`config.mk`:
```
export PLATFORM = sky130hd
export DESIGN_NAME = muxn_rr_reg
export DESIGN_NICKNAME = d
export VERILOG_FILES = /design/src/rtl/muxn_rr_reg.sv
export SDC_FILE = /design/constraint.sdc
export NUM_CORES = 1
export LEC_CHECK = 0
export ABC_AREA = 1
export CAP_MARGIN = 10
export CORE_MARGIN = 2
export CORE_UTILIZATION = 43
export CTS_BUF_LIST = sky130_fd_sc_hd__clkbuf_16
export CTS_CLUSTER_DIAMETER = 100
export DETAILED_ROUTE_END_ITERATION = 16
export PLACE_DENSITY = 0.81
export REMOVE_ABC_BUFFERS = 1
export SYNTH_ARGS = -nofsm -noshare
export SYNTH_HDL_FRONTEND = slang
export SYNTH_SLANG_ARGS = --single-unit
```
`constraint.sdc`:
```
create_clock -name clk -period 5.2 [get_ports clk]
set_input_delay 0.52 -clock clk [delete_from_list [all_inputs] [get_ports clk]]
set_output_delay 0.52 -clock clk [all_outputs]
set_load 0.02 [all_outputs]
```
`src/rtl/muxn_rr_reg.sv`:
```
// rtl/muxn_rr_reg.sv - N-channel valid/ready selector with fixed or round-robin grant and registered output
module muxn_rr_reg #(
  parameter  int N  = 4,
  parameter  int W  = 8,
  localparam int SW = $clog2(N)
) (
  input  logic           clk,
  input  logic           rst_n,
  input  logic           mode,
  input  logic [SW-1:0]  sel,
  input  logic [N-1:0]   in_valid,
  input  logic [N*W-1:0] in_data,
  output logic [N-1:0]   in_ready,
  output logic           out_valid,
  output logic [W-1:0]   out_data,
  output logic [SW-1:0]  out_ch,
  input  logic           out_ready
);

  localparam logic [SW:0] N_EXT = (SW+1)'(N);

  logic          load_en;
  logic          grant_v;
  logic [SW-1:0] grant;
  logic [W-1:0]  grant_data;
  logic [SW-1:0] ptr;
  logic [SW:0]   idx;

  assign load_en = !out_valid || out_ready;

  always_comb begin
    grant   = '0;
    grant_v = 1'b0;
    idx     = '0;
    if (!mode) begin
      // sel values >= N match no channel, so they simply produce no grant
      for (int i = 0; i < N; i++) begin
        if (sel == SW'(i)) begin
          grant   = SW'(i);
          grant_v = in_valid[i];
        end
      end
    end else begin
      // Walk from the farthest candidate back to ptr so the nearest valid one wins
      for (int k = N-1; k >= 0; k--) begin
        idx = {1'b0, ptr} + (SW+1)'(k);
        if (idx >= N_EXT) idx = idx - N_EXT;
        for (int i = 0; i < N; i++) begin
          if (idx == (SW+1)'(i) && in_valid[i]) begin
            grant   = SW'(i);
            grant_v = 1'b1;
          end
        end
      end
    end
  end

  always_comb begin
    grant_data = '0;
    for (int i = 0; i < N; i++) begin
      if (grant == SW'(i)) grant_data = in_data[i*W +: W];
    end
  end

  always_comb begin
    in_ready = '0;
    for (int i = 0; i < N; i++) begin
      in_ready[i] = rst_n && load_en && grant_v && (grant == SW'(i));
    end
  end

  always_ff @(posedge clk or negedge rst_n) begin
    if (!rst_n) begin
      out_valid <= 1'b0;
      out_data  <= '0;
      out_ch    <= '0;
      ptr       <= '0;
    end else if (load_en) begin
      if (grant_v) begin
        out_valid <= 1'b1;
        out_data  <= grant_data;
        out_ch    <= grant;
        ptr       <= (grant == SW'(N-1)) ? '0 : grant + SW'(1);
      end else begin
        out_valid <= 1'b0;
      end
    end
  end

endmodule

```
---- After elaboration in Yosys (flattened, before gate mapping) ----
Cells that the tools add are included.
operators by class
  $lt $le $gt $ge ......................... 4
  eq/ne operators ......................... 18
  $add $sub $neg .......................... 8
  reductions and logical operators ........ 31
  multiplexer cells ....................... 54
operator list
  cell                                                 count
  2-to-1 mux 2 bit                                     18
  2-to-1 mux 8 bit                                     4
  equality test 3 x 2 -> 1 bit, second input constant  8
  2-to-1 mux 1 bit                                     24
  2-to-1 mux 3 bit                                     8
  logical AND 1 bit                                    22
  equality test 3 x 1 -> 1 bit, second input constant  4
  logical NOT 3 bit                                    4
  >= comparator 3 bit, second input constant           3
  subtractor 3 bit, second input constant              3
  equality test 2 bit, second input constant           4
  adder 2 x 2 -> 3 bit, second input constant          2
  equality test 2 x 1 -> 1 bit, second input constant  2
  logical NOT 2 bit                                    2
  adder 2 x 1 -> 3 bit, second input constant          1
  >= comparator 2 x 3 -> 1 bit, second input constant  1
  subtractor 2 x 3 -> 3 bit, second input constant     1
  adder 2 x 1 -> 2 bit, second input constant          1
  AND reduction 2 bit                                  1
  logical NOT 1 bit                                    1
  logical OR 1 bit                                     1
word-level totals
  bits in registers ....................... 13
  input bits .............................. 42
  output and inout port bits .............. 15
  logic and storage cells ................. 119

---- Depth between registers and ports, before layout ----
Gate-level depths: netlist (run 1).
  depth after elaboration ................. 27
  gate-level depth with buffers ........... 27

---- Worst setup path after synthesis (run 1) ----
OpenSTA, ideal clock, no wires.
  path type ............................... register to output
  start point ............................. reg ptr[1]
  end point ............................... out in_ready[1]
  buffers on the path ..................... 2
  setup slack ............................. 2.505 ns
  cell stages (with the launch flop) ...... 23
  required time ........................... 4.680 ns
  data arrival time ....................... 2.175 ns
  path through ............................ dfrtp_1 > buf_6 > nor2_8 > nand2_2 > nand2_1 > nand2_1 > nand2_1 > nand2_1 > nand2_1 > nand2_1 > nand2_1 > nand2_1 > nand2_1 > nand2_1 > nand2_1 > nand2_1 > nand2_2 > nand2_4 > inv_2 > ha_1 > buf_2 > clkinv_1 > nor2_1
between the ends
  elaborated cells between the ends (all ways) .. 87
  those cells by class .................... add/sub (7); order compare (4); eq/ne (13); mux (41); reduce/logical (22)
RTL lines
  element                                                  RTL line  text
  from (decl)                                              26        logic [SW-1:0] ptr;
  from (signal assigned)                                   83        ptr <= (grant == SW'(N-1)) ? '0 : grant + SW'(1);
  adder 2 x 2 -> 3 bit                                     46        idx = {1'b0, ptr} + (SW+1)'(k);
  subtractor 3 bit or >= comparator 3 bit (tied branches)  47        if (idx >= N_EXT) idx = idx - N_EXT;
  2-to-1 mux 3 bit                                         47
  2-to-1 mux 3 bit                                         35        if (!mode) begin
  equality test 3 x 1 -> 1 bit                             49        if (idx == (SW+1)'(i) && in_valid[i]) begin
  logical AND 1 bit                                        49
  2-to-1 mux 1 bit                                         49
  2-to-1 mux 2 bit (13 in series)                          49
  2-to-1 mux 2 bit (*)                                     49
  2-to-1 mux 2 bit (*)                                     35
  named net grant[0]                                       24        logic [SW-1:0] grant;
  equality test 2 x 1 -> 1 bit (*)                         68        in_ready[i] = rst_n && load_en && grant_v && (grant == SW'(i));
  logical AND 1 bit (*)                                    68
  to (decl)                                                13        output logic [N-1:0] in_ready,
The timed path passes the listed nets; every way through them passes the cells marked *. The select of a mux whose other input is x is not followed.

---- Worst setup path after layout (run 1) ----
  start point ............................. in in_valid[1]
  end point ............................... out in_ready[1]
between the ends
  cells in the longest elaborated chain, start to end .. 19
  elaborated cells between the ends (all ways) .. 42
  those cells by class .................... eq/ne (1); mux (35); reduce/logical (6)
RTL lines
  element                             RTL line  text
  from (decl)                         11        input logic [N-1:0] in_valid,
  logical AND 1 bit                   49
  2-to-1 mux 1 bit                    49
  2-to-1 mux 2 bit (11 in series)     49
  2-to-1 mux 2 bit (*) (3 in series)  49
  2-to-1 mux 2 bit (*)                35
  named net grant[0]                  24
  equality test 2 x 1 -> 1 bit (*)    68
  logical AND 1 bit (*)               68
The timed path passes the listed nets; every way through them passes the cells marked *.

==> results of run 1 <==
[sequential cells by signal (all words and copies together) (netlist names)]
register / count
out_ch: 2
out_valid: 1
ptr: 2
out_data: 8
[final timing paths]
kind | from | to | slack, ns | depth (start not counted)
max in group asynchronous | rst_n | out_data[3]$_DFFE_PN0P_ | 4.13 | 1
worst min register to register | out_ch[1]$_DFFE_PN0P_ | out_ch[1]$_DFFE_PN0P_ | 0.49 | 2
worst max-delay path | in_valid[1] | in_ready[1] | 1.19 | 21
worst max register to register | ptr[1]$_DFFE_PN0P_ | out_data[6]$_DFFE_PN0P_ | 2.25 | 25
min in group asynchronous | rst_n | out_data[1]$_DFFE_PN0P_ | 0.67 | 1
worst min-delay path | out_ch[1]$_DFFE_PN0P_ | out_ch[1]$_DFFE_PN0P_ | 0.49 | 2
[synth_stat cells, types with 2 or more instances]
cell,instances,share of area (%)
nand2_1,63,21
o21ai_0,16,7.1
nand3_1,15,6.7
dfrtp_1,13,29
inv_1,10,3.3
o21ai_1,10,4.4
a21oi_1,9,4.0
nor2_1,8,2.7
ha_1,4,4.4
nand2_2,4,2.2
buf_6,3,3.0
clkbuf_1,3,1.0
inv_2,3,1.0
nand4_1,2,1.1
[metal layers]
| metal | vias up | wire length (um) | track usage (%) | part of all wire [%] |
|---|---|---|---|---|
| met3 | 12 | 212 | 2.42 | 6.7 |
| met4 | 0 | 62 | 8.94 | 1.9 |
| met2 | 73 | 1540 | 38.3 | 48 |
| li1 | 675 | - | - | - |
| met5 | - | 0 | 0 | 0 |
| met1 | 598 | 1370 | 27.3 | 43 |
[cell type report]
| cell class | instances | area [um2] |
|---|---|---|
| Clock buffer | 3 | 75.1 |
| Sequential cell | 13 | 325 |
| Timing Repair Buffer | 56 | 561 |
| Tap cell | 30 | 37.5 |
| Clock inverter | 1 | 3.75 |
| Inverter | 15 | 58.8 |
| Multi-Input combinational cell | 139 | 684 |
| Fill cell | 215 | 732 |
[metrics by stage]
stage | utilization (%) | setup slack [ns] | instances | area, um2 | total power [uW]
floorplan | - | 2.40 | 167 | 1070 | 557
global placement | 67.3 | 1.41 | 253 | 1670 | 733
detailed placement | 67.3 | 1.27 | 253 | 1670 | 752
CTS | 70.5 | 1.26 | 257 | 1750 | 898
global route | 70.5 | 0.957 | 257 | 1750 | 982
finish | 70.5 | 1.19 | 257 | 1750 | 897
[worst min-delay path, cell delays in order, from the launching register on]
cell     delay (ns)
dfrtp_1        0.33
nand2_1        0.05
o21ai_1        0.07
[logic make-up (layout without fill, tap and decap cells)]
family / after synthesis / after routing / share of synthesized area [%]
fa+ha+maj: 4 / 4 / 4.44
simple gates: 98 / 98 / 39.3
compound gates: 37 / 37 / 17.0
flops: 13 / 13 / 28.9
buf+inv: 23 / 75 / 10.3
[where the power goes]
| part | internal, uW | switching, uW | leakage (uW) |
|---|---|---|---|
| Clock | 101 | 40.4 | 0.0000423 |
| Combinational | 236 | 315 | 0.000626 |
| Sequential | 149 | 54.9 | 0.000158 |
==> flow_metrics.tcl, run 1 <==
set metrics [dict create \
    outcome "completed" \
    drt_wl_total_um 3180 \
    syn_inst 175 \
    die_y_um 55.2 \
    setup_tns_ns 0 \
    fin_crit_sh_pct 77.1 \
    start_kind "input pin" \
    ant_nets 0 \
    synth-seq-cells 13 \
    synth_edf_count 0 \
    io_buffers 56 \
    max_freq_mhz 249 \
    drt_iter0_drc 43 \
    cts_resized 0 \
    slew_viol_final 0 \
    timing.critical_path.mode_cell "nand2_1" \
    p_leak_uw 0.000827 \
    ys_warn_count 0 \
    critPathBufInv 4 \
    whs_ns 0.489 \
    final_hold_viol_count 0 \
    cp_top_family "buffers and inverters" \
    gp_congestion 0.850 \
    crit_arrival_ns 3.49 \
    cts_setup_buffers 0 \
    required_ns 4.68 \
    maxCapViolCount 0 \
    grt_pass1_vias 1168 \
    cts_tree "yes" \
    min_period_ns 4.01 \
    routed-via-count 1358 \
    via_per_inst 5.28 \
    ys_seq_area_share_pct 28.9 \
    syn_avg_cell_area_um2 6.43 \
    cts.clk_slew.worst_paths_ns 0.04 \
    nets 274 \
    numCtsBuffers 3 \
    hpwl_um 2540 \
    wl_per_cell_um 12.4 \
    synthArstFlopShare_pct 100 \
    core-area_um2 2480 \
    die_w_um 55.2 \
    ys_types 26 \
    rows 18 \
    final-setup-viol-count 0 \
    critPathMaxFanout 9 \
    hp-class "flip-flop to flip-flop" \
    crit_type "input pin to output pin" \
    diodes 0 \
    final_cell_mix "63 x nand2_1, 56 x clkdlybuf4s50_1, 16 x o21ai_0, 15 x nand3_1, 13 x dfrtp_1" \
    grt_max_degree 23 \
    synthesis.area_um2 1130 \
    max-slew-margin-rel_pct 58.4 \
    cts_sinks 13 \
    crit_chain "clkdlybuf4s50_1 -> nand3_1 -> nand2_1 -> nand2_1 -> nand2_1 -> nand2_1 -> nand2_1 -> nand2_1 -> nand2_1 -> nand2_1 -> nand2_1 -> nand2_1 -> nand2_1 -> nand2_1 -> nand2_2 -> nand2_4 -> inv_2 -> ha_1 -> clkinv_1 -> nor2_1 -> clkdlybuf4s50_1" \
    io_pins 57 \
    grt_pass1_wl_um 4800 \
    endpoint_kind "output pin" \
    final_layout_size_suffix_gt1_share_pct 7.49 \
    syn_to_final_growth_pct 55.0 \
    ys.flop_type "dfrtp_1" \
    track_usage_pct 21.9 \
    slowest_stage "clkdlybuf4s50_1" \
    final_common_cell "nand2_1" \
    cts-root-buf "clkbuf_16" \
    grt_overflow 0 \
    drcViolationCount 0 \
    clk_path_buf_depth 2 \
    antenna_found_initial 0 \
    tightest_slew_ns 0.622 \
    initial_core_util_pct 45.5 \
    rsz0062_at_grt "false" \
    ir_drop_mv 0.320 \
    max_stage_delay_ns 0.61 \
    fin_skew_ns 0.000881 \
    postCtsHoldBufs 0 \
    clock_latency_ns 0.24 \
    dieArea_um2 3040 \
    cts.htree.levels 1 \
    first_pass_iters 5 \
    p_per_area_nw_per_um2 514 \
]
No activity file was read; power rests on OpenSTA's default activity.
==> run 2: changes to the inputs <==
--- a/config.mk
+++ b/config.mk
@@ -8,11 +8,11 @@
 export ABC_AREA = 1
 export CAP_MARGIN = 10
 export CORE_MARGIN = 2
-export CORE_UTILIZATION = 43
+export CORE_UTILIZATION = 40
 export CTS_BUF_LIST = sky130_fd_sc_hd__clkbuf_16
 export CTS_CLUSTER_DIAMETER = 100
 export DETAILED_ROUTE_END_ITERATION = 16
-export PLACE_DENSITY = 0.81
+export PLACE_DENSITY = 0.76
 export REMOVE_ABC_BUFFERS = 1
 export SYNTH_ARGS = -nofsm -noshare
 export SYNTH_HDL_FRONTEND = slang
==> constraint.sdc (replaced) <==
create_clock -name clk -period 4.1 [get_ports clk]
set_input_delay 0.41 -clock clk [delete_from_list [all_inputs] [get_ports clk]]
set_output_delay 0.41 -clock clk [all_outputs]
set_load 0.02 [all_outputs]
==> run 2 against run 1 <==
  * Clock power is 32% higher
  * Cell count is 0.78% higher
  * Clock skew hardly changed
  * Routed wire length is 13% higher
  * Final area is 0.50% higher
  * Largest power group unchanged
  * Critical path type unchanged
  * Largest cell class unchanged
==> flow_metrics.tcl, run 2 (synthesis results as in run 1) <==
set metrics [dict create \
    grt_pass1_wl_um 5770 \
    place_area_um2 1680 \
    clock_latency_ns 0.24 \
    dp.cells 255 \
    final_core_util_pct 64.7 \
    cts_sinks 13 \
    io_buffers 56 \
    first_pass_iters 4 \
    drt_wl_total_um 3590 \
    slew_viol_final 0 \
    top_register "out_data" \
    cts.htree.levels 1 \
    timing.critical_path.mode_cell "nand2_1" \
    largest_reg_flops 8 \
    track_usage_pct 22.4 \
    grt_pass1_vias 1329 \
    rsz0062_at_grt "false" \
    postCtsHoldBufs 0 \
    cts_setup_buffers 0 \
    routed-via-count 1389 \
    tightest_slew_ns 0.455 \
    via_per_inst 5.36 \
    dieArea_um2 3260 \
    io_pins 57 \
    final_cell_mix "63 x nand2_1, 56 x clkdlybuf4s50_1, 16 x o21ai_0, 15 x nand3_1, 13 x dfrtp_1" \
    required_ns 3.69 \
    hp-class "input pin to async pin" \
    cts.clk_slew.worst_paths_ns 0.05 \
    reg2regPathDepth 24 \
    syn_to_final_growth_pct 55.8 \
    cts_tree "yes" \
    top_regs "out_data x8, out_ch x2, ptr x2" \
    diodes 0 \
    numCtsBuffers 3 \
    final-setup-viol-count 0 \
    setup_tns_ns 0 \
    clk_path_buf_depth 2 \
    drt_iter0_drc 101 \
    max-slew-margin-rel_pct 69.7 \
    crit_arrival_ns 3.48 \
    outcome "completed" \
    wl_per_cell_um 13.8 \
    final_layout_size_suffix_gt1_share_pct 7.89 \
    initial_core_util_pct 41.6 \
    maxCapViolCount 0 \
    instances_no_fill 259 \
    max_freq_mhz 257 \
    final_common_cell "nand2_1" \
    min_period_ns 3.89 \
    critPathMaxFanout 9 \
    final_area_um2 1750 \
    start_kind "input pin" \
    grt_max_degree 23 \
    cts_resized 0 \
    p_per_area_nw_per_um2 664 \
    slowest_stage "clkdlybuf4s50_1" \
    gp_congestion 0.803 \
    grt_overflow 0 \
    antenna_found_initial 0 \
    core-area_um2 2710 \
    drcViolationCount 0 \
    max_stage_delay_ns 0.62 \
    fin_crit_sh_pct 94.9 \
    p_leak_uw 0.000831 \
    cts-root-buf "clkbuf_16" \
    die_w_um 57.1 \
    crit_type "input pin to output pin" \
    ant_nets 0 \
    final_hold_viol_count 0 \
    fin_skew_ns 0.00104 \
    die_y_um 57.1 \
    rows 19 \
    ir_drop_mv 0.463 \
    nets 275 \
    crit_chain "clkdlybuf4s50_1 -> nand3_1 -> nand2_1 -> nand2_1 -> nand2_1 -> nand2_1 -> nand2_1 -> nand2_1 -> nand2_1 -> nand2_1 -> nand2_1 -> nand2_1 -> nand2_1 -> nand2_1 -> nand2_2 -> nand2_4 -> inv_2 -> ha_1 -> clkinv_1 -> nor2_1 -> clkdlybuf4s50_1" \
    hpwl_um 2680 \
    endpoint_kind "output pin" \
]
-- run 2: per-layer routing --
| metal | GRT usage [%] | part of all wire, % | up-vias |
|---|---|---|---|
| met4 | 9.30 | 2.1 | 0 |
| met2 | 39.1 | 51 | 78 |
| met3 | 3.40 | 8.0 | 16 |
| met1 | 27.5 | 39 | 619 |
| li1 | - | - | 676 |
| met5 | 0 | 0 | - |
-- run 2: final cells by class --
cell class	count	area, um2
Clock inverter	1	3.75
Tap cell	31	38.8
Inverter	15	58.8
Sequential cell	13	325
Timing Repair Buffer	57	568
Clock buffer	3	75.1
Multi-Input combinational cell	139	684
Fill cell	252	956
-- run 2: where the power goes --
part | switching [uW] | total, uW | leakage [uW] | internal (uW)
combinational | 423 | 722 | 0.000631 | 299
clock | 58.0 | 187 | 0.0000423 | 129
sequential | 67.1 | 256 | 0.000158 | 189
-- run 2: metrics by stage --
step                power [uW]  hold WS (ns)  setup slack (ns)
finish                    1170         0.482             0.208
global route              1260         0.493            0.0394
CTS                       1160         0.485             0.322
detailed placement         963         0.477             0.347
global placement           937         0.471             0.522
floorplan                  706         0.114              1.41
-- run 2: worst max-delay path, delay by kind of cell --
kind / cells / cell delay [ns]
and+or+nand+nor: 16 / 1.14
adders and majority gates: 1 / 0.34
buffers and inverters: 4 / 1.58
-- run 2: path summary, 6_finish.rpt --
check / startpoint / end / slack (ns)
worst max-delay path: in_valid[1] / in_ready[1] / 0.21
worst min-delay path: rst_n / out_data[0]$_DFFE_PN0P_ / 0.48
worst max register to register: ptr[1]$_DFFE_PN0P_ / out_data[4]$_DFFE_PN0P_ / 1.05
worst min register to register: out_data[4]$_DFFE_PN0P_ / out_data[4]$_DFFE_PN0P_ / 0.48
max in group asynchronous: rst_n / out_data[5]$_DFFE_PN0P_ / 3.44
min in group clk: out_data[4]$_DFFE_PN0P_ / out_data[4]$_DFFE_PN0P_ / 0.48
